--- config.mk ---
export PLATFORM = sky130hd
export DESIGN_NAME = pair_tracker
export DESIGN_NICKNAME = d
export VERILOG_FILES = /design/src/rtl/pair_tracker_pkg.sv /design/src/rtl/pair_step_cmp.sv /design/src/rtl/pair_tracker.sv
export SDC_FILE = /design/constraint.sdc
export NUM_CORES = 1
export LEC_CHECK = 0
export BUFFER_PORTS_ARGS = -buffer_cell sky130_fd_sc_hd__buf_4
export CAP_MARGIN = 20
export CORE_UTILIZATION = 40
export DETAILED_ROUTE_END_ITERATION = 16
export PLACE_DENSITY = 0.64
export SYNTH_ARGS = -nofsm -noshare
export SYNTH_HDL_FRONTEND = slang
export SYNTH_SLANG_ARGS = --single-unit
--- constraint.sdc ---
create_clock -name clk -period 6.15 [get_ports clk]
set_input_delay 1.23 -clock clk [delete_from_list [all_inputs] [get_ports clk]]
set_output_delay 1.23 -clock clk [all_outputs]
set_load 0.02 [all_outputs]
--- src/rtl/pair_tracker_pkg.sv ---
// Shared types and default parameters for the pair_tracker block.
package pair_tracker_pkg;

  typedef enum logic [1:0] {
    ST_IDLE = 2'd0,
    ST_RUN  = 2'd1,
    ST_SAT  = 2'd2,
    ST_ERR  = 2'd3
  } state_t;

  typedef enum logic [1:0] {
    EC_NONE = 2'd0,
    EC_INV  = 2'd1,
    EC_JUMP = 2'd2
  } err_code_t;

  typedef enum logic [1:0] {
    CLS_ADV  = 2'd0,
    CLS_HOLD = 2'd1,
    CLS_JUMP = 2'd2
  } step_cls_t;

  localparam int DEF_WIDTH      = 11;
  localparam int DEF_HOLD_LIMIT = 4;
  localparam int DEF_STEP       = 2;

endpackage

--- src/rtl/pair_step_cmp.sv ---
// Combinational classifier: compares (x,y) against the previous sample and
// checks the x - y == 1 invariant, all modulo 2^WIDTH.
module pair_step_cmp
  import pair_tracker_pkg::*;
#(
  parameter int WIDTH = DEF_WIDTH,
  parameter int STEP  = DEF_STEP
) (
  input  logic [WIDTH-1:0] x,
  input  logic [WIDTH-1:0] y,
  input  logic [WIDTH-1:0] px,
  input  logic [WIDTH-1:0] py,
  output step_cls_t        cls,
  output logic             inv_bad
);

  localparam logic [WIDTH-1:0] STEP_W = WIDTH'(STEP);
  localparam logic [WIDTH-1:0] ONE_W  = WIDTH'(1);

  logic [WIDTH-1:0] diff;
  logic [WIDTH-1:0] px_adv;
  logic [WIDTH-1:0] py_adv;

  always_comb begin
    diff    = x - y;
    px_adv  = px + STEP_W;
    py_adv  = py + STEP_W;
    inv_bad = (diff != ONE_W);
    cls     = CLS_JUMP;
    if (x == px_adv && y == py_adv) begin
      cls = CLS_ADV;
    end else if (x == px && y == py) begin
      cls = CLS_HOLD;
    end
  end

endmodule

--- src/rtl/pair_tracker.sv ---
// Tracks a pair of lock-stepped upstream counters, flags invariant/step errors
// and stall saturation. Define PAIR_TRACKER_SVA_EN to compile in assertions.
//
// state | meaning
// IDLE  | waiting for first sample to load px/py
// RUN   | counters advancing; counting consecutive holds
// SAT   | HOLD_LIMIT consecutive holds seen; only holds allowed
// ERR   | sticky error until rst
module pair_tracker
  import pair_tracker_pkg::*;
#(
  parameter int WIDTH      = DEF_WIDTH,
  parameter int HOLD_LIMIT = DEF_HOLD_LIMIT,
  parameter int STEP       = DEF_STEP
) (
  input  logic             clk,
  input  logic             rst,
  input  logic             en,
  input  logic [WIDTH-1:0] x,
  input  logic [WIDTH-1:0] y,
  output logic [1:0]       state,
  output logic [7:0]       step_cnt,
  output logic             saturated,
  output logic             err,
  output logic [1:0]       err_code
);

  localparam logic [3:0] HOLD_LIM_W = 4'(HOLD_LIMIT);

  state_t           st, st_nxt;
  err_code_t        code_q, code_nxt;
  logic [7:0]       step_nxt;
  logic [3:0]       hold_cnt, hold_nxt;
  logic [WIDTH-1:0] px, py, px_nxt, py_nxt;
  step_cls_t        cls;
  logic             inv_bad;

  pair_step_cmp #(
    .WIDTH (WIDTH),
    .STEP  (STEP)
  ) u_cmp (
    .x       (x),
    .y       (y),
    .px      (px),
    .py      (py),
    .cls     (cls),
    .inv_bad (inv_bad)
  );

  always_ff @(posedge clk) begin
    if (rst) begin
      st        <= ST_IDLE;
      code_q    <= EC_NONE;
      step_cnt  <= 8'd0;
      hold_cnt  <= 4'd0;
      px        <= '0;
      py        <= '0;
      saturated <= 1'b0;
      err       <= 1'b0;
    end else begin
      st        <= st_nxt;
      code_q    <= code_nxt;
      step_cnt  <= step_nxt;
      hold_cnt  <= hold_nxt;
      px        <= px_nxt;
      py        <= py_nxt;
      saturated <= (st_nxt == ST_SAT);
      err       <= (st_nxt == ST_ERR);
    end
  end

  always_comb begin
    st_nxt   = st;
    code_nxt = code_q;
    step_nxt = step_cnt;
    hold_nxt = hold_cnt;
    px_nxt   = px;
    py_nxt   = py;
    if (en && st != ST_ERR) begin
      px_nxt = x;
      py_nxt = y;
      // invariant breach always wins over the step classification
      if (inv_bad) begin
        st_nxt   = ST_ERR;
        code_nxt = EC_INV;
      end else begin
        case (st)
          ST_IDLE: st_nxt = ST_RUN;
          ST_RUN: begin
            case (cls)
              CLS_ADV: begin
                if (step_cnt != 8'hFF) step_nxt = step_cnt + 8'd1;
                hold_nxt = 4'd0;
              end
              CLS_HOLD: begin
                hold_nxt = hold_cnt + 4'd1;
                if (hold_nxt == HOLD_LIM_W) st_nxt = ST_SAT;
              end
              default: begin
                st_nxt   = ST_ERR;
                code_nxt = EC_JUMP;
              end
            endcase
          end
          ST_SAT: begin
            if (cls != CLS_HOLD) begin
              st_nxt   = ST_ERR;
              code_nxt = EC_JUMP;
            end
          end
          default: ;
        endcase
      end
    end
  end

  assign state    = st;
  assign err_code = code_q;

`ifdef PAIR_TRACKER_SVA_EN
  a_err_sticky: assert property (@(posedge clk) (err && !rst) |=> err);
  a_step_mono:  assert property (@(posedge clk) !rst |=> (step_cnt >= $past(step_cnt)));
  a_sat_hold:   assert property (@(posedge clk) saturated |-> (hold_cnt == HOLD_LIM_W));
  a_err_state:  assert property (@(posedge clk) (st == ST_ERR && !rst) |=> (st == ST_ERR));
  a_code_err:   assert property (@(posedge clk) ((code_q != EC_NONE) == err));
`endif

endmodule

==> run_results.csv, run 1 <==
group,metric,value,unit
logic_synthesis,ys_types,61,
worst_setup_path,cp.depth,11,
floorplanning,chipWidth,92.0,um
worst_setup_path,crit_start,"y[0]",
grt,grt_pass1_vias,3035,
clock_tree,path_clk_slew,0.09,ns
run,drv_cap,0,
sta,setup_tns,0,ns
logic_synthesis,seq_area_frac_synth,24.7,%
logic_synthesis,avgSynthCellArea,7.52,sq um
detailed_routing,drtPass1Iterations,4,
clock_tree,htree_levels,2,
detailed_routing,antenna_left,0,
logic_synthesis,netlist_top_cells_area,"dfxtp_1 25%, nand2_1 8.8%, xnor2_1 6.8%",
floorplanning,die_h,92.0,um
worst_setup_path,crit_buf_inv,1,
detailed_routing,num_vias,3191,
clock_tree,cts_sinks,40,
detailed_routing,drc,0,
worst_setup_path,crit_family,"simple AND/OR/NAND/NOR gates",
grt,grt_pass1_wl,14700,um
logic_synthesis,synth_top_cell_area_share,24.7,%
layout,nets,502,
detailed_routing,wl_per_cell,15.6,um
worst_setup_path,worst_ep_arrival_time,4.43,ns
worst_setup_path,endpoint,"step_cnt[4]",
logic_synthesis,synth_ff_type,"dfxtp_1",
clock_tree,cts_buffer_depth,2,
sta,worstMarginPinSlew,1.01,ns
worst_hold_path,hold_path_class,"reg2reg",
grt,overflow,0,
worst_setup_path,cp_slowest_cell,"or4_1",
worst_setup_path,reg2reg_slack,3.11,ns
worst_setup_path,critPathMaxStageDelay,0.68,ns
power,powerDensity,178,nW/um^2
sta,period_minus_slack,4.20,ns
worst_setup_path,critPathRequiredTime,6.38,ns
logic_synthesis,synth_warnings,0,
floorplanning,core-area,7770,sq um
layout,drive_above_1_share,14.9,%
floorplanning,start_util,41.7,%
power,ir_worst_vdd,0.139,mV
grt,grt.total_usage,21.7,%
layout,n_antenna_cell,0,
layout,design_area,3660,sq um
clock_tree,hold_buffers,0,
worst_setup_path,reg2reg_from,"px[4]",
sta,finalSetupViolCount,0,
grt,grt_max_degree,43,
worst_setup_path,crit_type,"in2reg",
layout,stdcell_count,564,
clock_tree,postCtsSetupRepairBufs,0,
floorplanning,pin_count,39,
place,dp.final_hpwl,6570,um
place,port_buffers,38,
sta,max_freq,238,MHz
worst_setup_path,crit_chain,"buf_4 > ha_1 > fa_1 > nor2b_1 > o211ai_1 > a211oi_1 > mux2i_1 > and2_2 > nand4_1 > or4_1 > a21oi_1",
logic_synthesis,synth_area,3240,sq um
sta,slew_headroom,32.9,%
power,p_leak,1.40,nW
place,dp_slack,1.65,ns
clock_tree,root_buffer,"clkbuf_8",
logic_synthesis,syn_nets,472,
worst_setup_path,r2r_end,"hold_cnt[3]",
clock_tree,cts_buffers,5,
status,status,"finished clean",
grt,antenna_found_initial,0,
floorplanning,die_area,8460,sq um
place,dpl-instance-area,3570,sq um
detailed_routing,postRouteWirelength,8800,um
place,finalWeightedCongestion,0.905,
logic_synthesis,synth_top_area_cell,"dfxtp_1",
sta,final.period_utilization,68.2,%
logic_synthesis,synthArstFlopShare,0,%
logic_synthesis,syn_inst,431,
clock_tree,clock_latency,0.30,ns
floorplanning,row_count,32,
sta,skew,0.0134,ns
layout,area_growth,13.0,%
clock_tree,ctsResizeCount,0,
worst_setup_path,crit_path_end_kind,"register",
sta,rsz0062_at_grt,"no",
logic_synthesis,ys_seq_elements,40,
place,dp_cells,556,
sta,final_hold_viol_count,0,
worst_setup_path,start_kind,"primary input",
detailed_routing,drt_iter0_drc,157,
sta,setup_ws,1.95,ns
detailed_routing,viasPerCell,5.66,
worst_setup_path,critical_path.max_fanout,18,
logic_synthesis,synth_edf_count,0,
clock_tree,cts_tree,"built",
sta,slew_violations,0,
worst_setup_path,r2r_cells,8,
## through the flow
step / utilization [%] / hold WS (ns) / power [W]
3_3_place_gp: 45.9 / 0.455 / 0.000460
4_1_cts: 47.1 / 0.473 / 0.000654
2_1_floorplan: - / 0.448 / 0.000410
3_5_place_dp: 45.9 / 0.461 / 0.000463
5_1_grt: 47.1 / 0.488 / 0.000689
6_report: 47.1 / 0.472 / 0.000651
## worst min-delay path by stage
| stage | cells after the start | start | slack (ns) | end |
|---|---|---|---|---|
| after floorplan | 2 | px[0] | 0.45 | px[0] |
| after CTS | 2 | py[0] | 0.47 | py[0] |
| after global routing | 2 | py[0] | 0.49 | py[0] |
| after detailed placement | 2 | py[0] | 0.46 | py[0] |
| final | 2 | py[0] | 0.47 | py[0] |
| after global placement | 2 | px[10] | 0.46 | px[10] |
## flip-flops by register name, summed over array words and instances (netlist names)
register,count
px,11
py,11
step_cnt,8
hold_cnt,4
err_code,2
state,2
err,1
saturated,1
## kinds of logic after synthesis
family / after synthesis / synth area share (%)
flip-flops: 40 / 24.7
AO/OA/AOI/OAI: 98 / 19.4
AND/OR/NAND/NOR: 200 / 33.1
adder cells (fa/ha/maj): 16 / 6.41
buffers and inverters: 36 / 5.06
XOR/XNOR: 36 / 9.73
multiplexers: 5 / 1.66
## layer usage
metal	routed length, um	track usage [%]	vias to the layer above
met5	0	0	-
met4	193	6.90	0
met3	414	4.15	16
met2	4140	36.9	87
met1	4060	27.5	1499
li1	-	-	1589
## synth_stat cells, types with 11 or more instances
cell type  instances
nand2_1           76
clkbuf_1          11
nor2_1            19
inv_1             21
nand4_1           11
dfxtp_1           40
nand3_1           15
xnor2_1           25
o21ai_0           19
ha_1              15
nor2b_1           11
xor2_1            11
a21oi_1           42
## worst reg2reg max path: stages, from the launching register on
cell and delay [ns]:
dfxtp_1 0.37, xnor2_1 0.31, nand4_1 0.13, or4_1 0.55
nor4_2 0.82, nand4_1 0.22, and2b_2 0.24, o21ai_0 0.16
a21oi_1 0.09
## layout by cell type, fill, tap and decap left out, drive strengths merged, types with 7 or more instances in the layout
master	instances
nand2	77
a21oi	42
dfxtp	40
buf	38
xnor2	25
inv	21
nor2	19
o21ai	19
nand3	15
ha	15
or3	13
nand4	12
xor2	11
nor2b	11
nor3	10
nand2b	7
## layout make-up
class	count	area, sq um
clock buffers	6	82.6
clock inverters	2	10.0
fillers	801	4110
inverters	21	78.8
multi-input cells	355	2270
flip-flops and latches	40	801
well taps	102	128
repair buffers	38	285
## power breakdown
part | switching, W | internal (W)
Combinational | 0.000102 | 0.0000724
Sequential | 0.0000151 | 0.000270
Clock | 0.000102 | 0.0000898
Total | 0.000218 | 0.000432
Power figures use the tool's default switching activity.
==> run 2, diff against run 1 <==
PLACE_DENSITY = 0.67   (was 0.64)
clock period = 3.8 ns   (was 6.15 ns; I/O delays follow)
==> run 2 against run 1 <==
Compared with the run above: critical path depth grew 1; combinational power grew 60%; clock power grew 58%; critical path type unchanged; final cell count grew 0.35%; flip-flop and latch count is the same; largest power group unchanged; routed wire length shrank 4.5%; total power grew 60%; sequential power grew 62%; largest cell class unchanged.
==> run_results.csv, run 2 (synthesis gave the netlist of run 1 again) <==
group,metric,value,unit
status,status,"finished clean",
sta,rsz0062_at_grt,"no",
detailed_routing,drc,0,
floorplanning,chipWidth,92.0,um
sta,slew_violations,0,
worst_setup_path,worst_ep_arrival_time,3.62,ns
grt,overflow,0,
power,ir_worst_vdd,0.150,mV
worst_setup_path,reg2reg_slack,0.80,ns
floorplanning,start_util,41.7,%
sta,setup_tns,0,ns
place,finalWeightedCongestion,0.877,
detailed_routing,num_vias,3131,
worst_setup_path,path_common_cell,"buf_4",
worst_setup_path,r2r_cells,9,
grt,grt_max_degree,43,
detailed_routing,drtPass1Iterations,4,
grt,grt_pass1_wl,14200,um
layout,mostFrequentLayoutCell,"nand2_1",
worst_setup_path,r2r_end,"step_cnt[4]",
clock_tree,hold_buffers,0,
detailed_routing,antenna_left,0,
detailed_routing,drt_iter0_drc,109,
floorplanning,pin_count,39,
clock_tree,clock_latency,0.29,ns
place,port_buffers,38,
clock_tree,cts_buffers,5,
worst_setup_path,critical_path.max_fanout,18,
clock_tree,cts_tree,"built",
worst_hold_path,min_to,"py[0]",
worst_setup_path,reg2reg_from,"py[1]",
place,dp.final_hpwl,6410,um
worst_hold_path,min_from,"py[0]",
clock_tree,ctsResizeCount,0,
layout,largestRegisters,"px (11), py (11), step_cnt (8)",
layout,n_antenna_cell,0,
worst_hold_path,min_delay_path_depth,2,
sta,period_minus_slack,3.39,ns
grt,antenna_found_initial,0,
sta,slew_headroom,38.3,%
worst_hold_path,hold_path_class,"reg2reg",
clock_tree,htree_levels,2,
worst_setup_path,critPathRequiredTime,4.03,ns
worst_setup_path,critPathMaxStageDelay,0.50,ns
detailed_routing,viasPerCell,5.53,
layout,drive_above_1_share,15.3,%
clock_tree,path_clk_slew,0.08,ns
sta,final.period_utilization,89.2,%
power,p_leak,1.41,nW
power,powerDensity,283,nW/um^2
floorplanning,die_h,92.0,um
worst_setup_path,crit_path_end_kind,"register",
detailed_routing,postRouteWirelength,8400,um
grt,grt.total_usage,20.8,%
grt,grt_pass1_vias,2950,
worst_setup_path,crit_type,"in2reg",
worst_setup_path,crit_chain,"buf_4 > ha_1 > fa_1 > nor2b_1 > o211ai_1 > a211oi_1 > mux2i_1 > and2_2 > nand4_1 > buf_4 > or4_1 > a21oi_1",
place,dp_cells,558,
run,drv_cap,0,
detailed_routing,wl_per_cell,14.8,um
clock_tree,cts_sinks,40,
worst_setup_path,start_kind,"primary input",
layout,area_growth,13.4,%
layout,mostFrequentLayoutCells,"76 x nand2_1, 42 x a21oi_1, 40 x dfxtp_1, 40 x buf_4, 25 x xnor2_1",
clock_tree,root_buffer,"clkbuf_8",
sta,max_freq,295,MHz
floorplanning,die_area,8460,sq um
layout,stdcell_count,566,
layout,fill_cells,801,
floorplanning,core-area,7770,sq um
sta,finalSetupViolCount,0,
floorplanning,row_count,32,
worst_setup_path,cp_slowest_cell,"or4_1",
sta,skew,0.00832,ns
sta,worstMarginPinSlew,0.925,ns
clock_tree,cts_buffer_depth,2,
sta,final_hold_viol_count,0,
clock_tree,postCtsSetupRepairBufs,0,
layout,nets,504,
==> run 2: changes by cell type in the layout (fill, tap and decap cells not counted), sizes merged <==
cell,previous run,this run
buf,38,40
==> run 2: how the worst max path moves through the flow <==
stage	end	from	slack, ns	cells after the start
3_5_place_dp	step_cnt[4]	y[0]	0.1	12
2_1_floorplan	step_cnt[4]	x[0]	0.51	11
4_1_cts	step_cnt[4]	y[0]	0.40	12
6_report	step_cnt[4]	y[0]	0.41	12
5_1_grt	step_cnt[4]	y[0]	0.16	12
3_3_place_gp	step_cnt[4]	y[0]	0.21	12
==> run 2: area by class of cell <==
| type | instances | area, sq um | share of cell area (%) |
|---|---|---|---|
| multi-input cells | 355 | 2270 | 61.9 |
| inverters | 21 | 78.8 | 2.15 |
| well taps | 102 | 128 | 3.47 |
| clock buffers | 6 | 82.6 | 2.25 |
| clock inverters | 2 | 10.0 | 0.272 |
| repair buffers | 40 | 300 | 8.17 |
| flip-flops and latches | 40 | 801 | 21.8 |
==> run 2: metrics by stage <==
stage,worst slack (ns),utilization [%],total power [W],instance area [sq um],hold slack [ns]
after floorplan,0.510,-,0.000663,3240,0.448
after detailed placement,0.0997,46.1,0.000747,3580,0.459
final,0.411,47.3,0.00104,3670,0.468
after CTS,0.396,47.3,0.00105,3670,0.470
after global routing,0.160,47.3,0.00110,3670,0.505
after global placement,0.211,46.1,0.000744,3580,0.455
==> run 2: critical path: cells and delay by family <==
kind / cells / cell delay (ns)
mux: 1 / 0.25
compound gates: 3 / 0.72
simple gates: 4 / 0.92
buf+inv: 2 / 0.34
fa+ha+maj: 2 / 0.62
==> run 2: metal layers <==
layer  part of all wire (%)  global-route usage, %
met1                     47                   27.5
met2                     48                   35.4
met3                    4.2                   3.57
met4                    1.3                   3.91
met5                      0                      0
==> run 2: report_power, final <==
part           total [W]  switching, W  internal [W]
Sequential      0.000461     0.0000239      0.000437
Clock           0.000301      0.000156      0.000145
Combinational   0.000279      0.000162      0.000117
Total            0.00104      0.000342      0.000700
==> run 3, diff against run 2 <==
PLACE_DENSITY = 0.64   (was 0.67)
clock period = 3.65 ns   (was 3.8 ns; I/O delays follow)
==> run 3 against run 2 <==
Compared with the run above: clock power increased by 9.0%; clock skew about the same; final cell count increased by 0.18%; non-clock buffer count increased by 1; first-iteration DRC count increased by 77%; sequential share of layout area decreased by 0.067 points; final area increased by 0.31%; hold slack improved by 0.013 ns; critical endpoint unchanged; largest cell class unchanged.
==> run_results.csv, run 3 (synthesis gave the netlist of run 1 again) <==
group,metric,value,unit
sta,final.period_utilization,91.6,%
detailed_routing,postRouteWirelength,8590,um
floorplanning,start_util,41.7,%
grt,overflow,0,
worst_setup_path,crit_path_end_kind,"register",
worst_setup_path,critical_path.max_fanout,18,
clock_tree,hold_buffers,0,
sta,final_hold_viol_count,0,
detailed_routing,viasPerCell,5.60,
clock_tree,clock_latency,0.30,ns
clock_tree,cts_buffers,5,
grt,antenna_found_initial,0,
grt,grt_pass1_wl,14600,um
sta,worstMarginPinSlew,0.902,ns
detailed_routing,wl_per_cell,15.1,um
layout,design_area,3690,sq um
worst_setup_path,worst_ep_arrival_time,3.58,ns
floorplanning,die_area,8460,sq um
power,p_leak,1.42,nW
layout,area_growth,13.8,%
layout,mostFrequentLayoutCell,"nand2_1",
detailed_routing,drc,0,
floorplanning,die_h,92.0,um
detailed_routing,drtPass1Iterations,5,
floorplanning,chipWidth,92.0,um
sta,skew,0.00782,ns
floorplanning,core-area,7770,sq um
worst_hold_path,hold_path_class,"reg2reg",
floorplanning,row_count,32,
place,dpl-instance-area,3590,sq um
layout,post-route-util,47.5,%
detailed_routing,num_vias,3173,
layout,nets,505,
sta,slew_violations,0,
power,powerDensity,299,nW/um^2
grt,grt_max_degree,43,
clock_tree,htree_levels,2,
power,ir_worst_vdd,0.167,mV
layout,n_antenna_cell,0,
detailed_routing,drt_iter0_drc,193,
clock_tree,cts_sinks,40,
place,finalWeightedCongestion,0.907,
place,dp.final_hpwl,6530,um
layout,stdcell_count,567,
clock_tree,root_buffer,"clkbuf_8",
clock_tree,ctsResizeCount,0,
clock_tree,path_clk_slew,0.09,ns
run,drv_cap,0,
place,port_buffers,38,
layout,drive_above_1_share,15.5,%
sta,slew_headroom,39.7,%
sta,finalSetupViolCount,0,
worst_setup_path,r2r_cells,9,
sta,setup_tns,0,ns
place,dp_cells,559,
sta,rsz0062_at_grt,"no",
worst_setup_path,critPathRequiredTime,3.88,ns
clock_tree,postCtsSetupRepairBufs,0,
clock_tree,cts_buffer_depth,2,
status,status,"finished clean",
layout,largestRegisters,"px (11), py (11), step_cnt (8)",
sta,max_freq,299,MHz
detailed_routing,antenna_left,0,
sta,setup_ws,0.306,ns
worst_setup_path,start_kind,"primary input",
sta,period_minus_slack,3.34,ns
worst_setup_path,crit_type,"in2reg",
grt,grt_pass1_vias,3057,
place,dp_slack,0.00452,ns
floorplanning,pin_count,39,
clock_tree,cts_tree,"built",
grt,grt.total_usage,21.4,%
worst_hold_path,min_delay_path_depth,2,
layout,mostFrequentLayoutCells,"76 x nand2_1, 42 x a21oi_1, 41 x buf_4, 40 x dfxtp_1, 25 x xnor2_1",
==> run 3: changes by cell type in the layout (fill, tap and decap cells not counted) <==
cell      before  now
inv_6          0    1
clkinv_2       2    1
buf_4         40   41
==> run 3: worst paths after layout <==
path / slack, ns / endpoint / startpoint
setup / recovery: 0.31 / step_cnt[4] / y[0]
hold / removal: 0.48 / py[0] / py[0]
setup reg to reg: 0.63 / step_cnt[4] / py[1]
hold reg to reg: 0.48 / py[0] / py[0]
==> run 3: routing by layer <==
| metal | global-route usage [%] | vias to the layer above | routed length [um] |
|---|---|---|---|
| met1 | 27.5 | 1481 | 3970 |
| li1 | - | 1591 | - |
| met3 | 3.23 | 13 | 364 |
| met4 | 6.25 | 0 | 172 |
| met5 | 0 | - | 0 |
| met2 | 36.7 | 88 | 4080 |
==> run 3: worst max-delay path, stage by stage <==
cell and delay, ns:
buf_4 0.13, ha_1 0.23, fa_1 0.40, nor2b_1 0.15, o211ai_1 0.21, a211oi_1 0.36, mux2i_1 0.26, and2_2 0.17
nand4_1 0.08, buf_4 0.20, or4_1 0.50, a21oi_1 0.15
==> run 3: final cells by class <==
class | count | area, sq um
Timing Repair Buffer | 41 | 308
Tap cell | 102 | 128
Clock inverter | 2 | 13.8
Multi-Input combinational cell | 355 | 2270
Sequential cell | 40 | 801
Inverter | 21 | 78.8
Clock buffer | 6 | 82.6
Fill cell | 814 | 4080
==> run 3: metrics by stage <==
| stage | hold WS [ns] | power [W] |
|---|---|---|
| floorplan | 0.448 | 0.000691 |
| global placement | 0.455 | 0.000776 |
| detailed placement | 0.465 | 0.000781 |
| CTS | 0.480 | 0.00111 |
| global route | 0.507 | 0.00117 |
| finish | 0.481 | 0.00110 |
==> run 3: power by group <==
group          internal, W  switching (W)
Combinational     0.000123       0.000170
Clock             0.000155       0.000174
Sequential        0.000455      0.0000253
Total             0.000733       0.000369
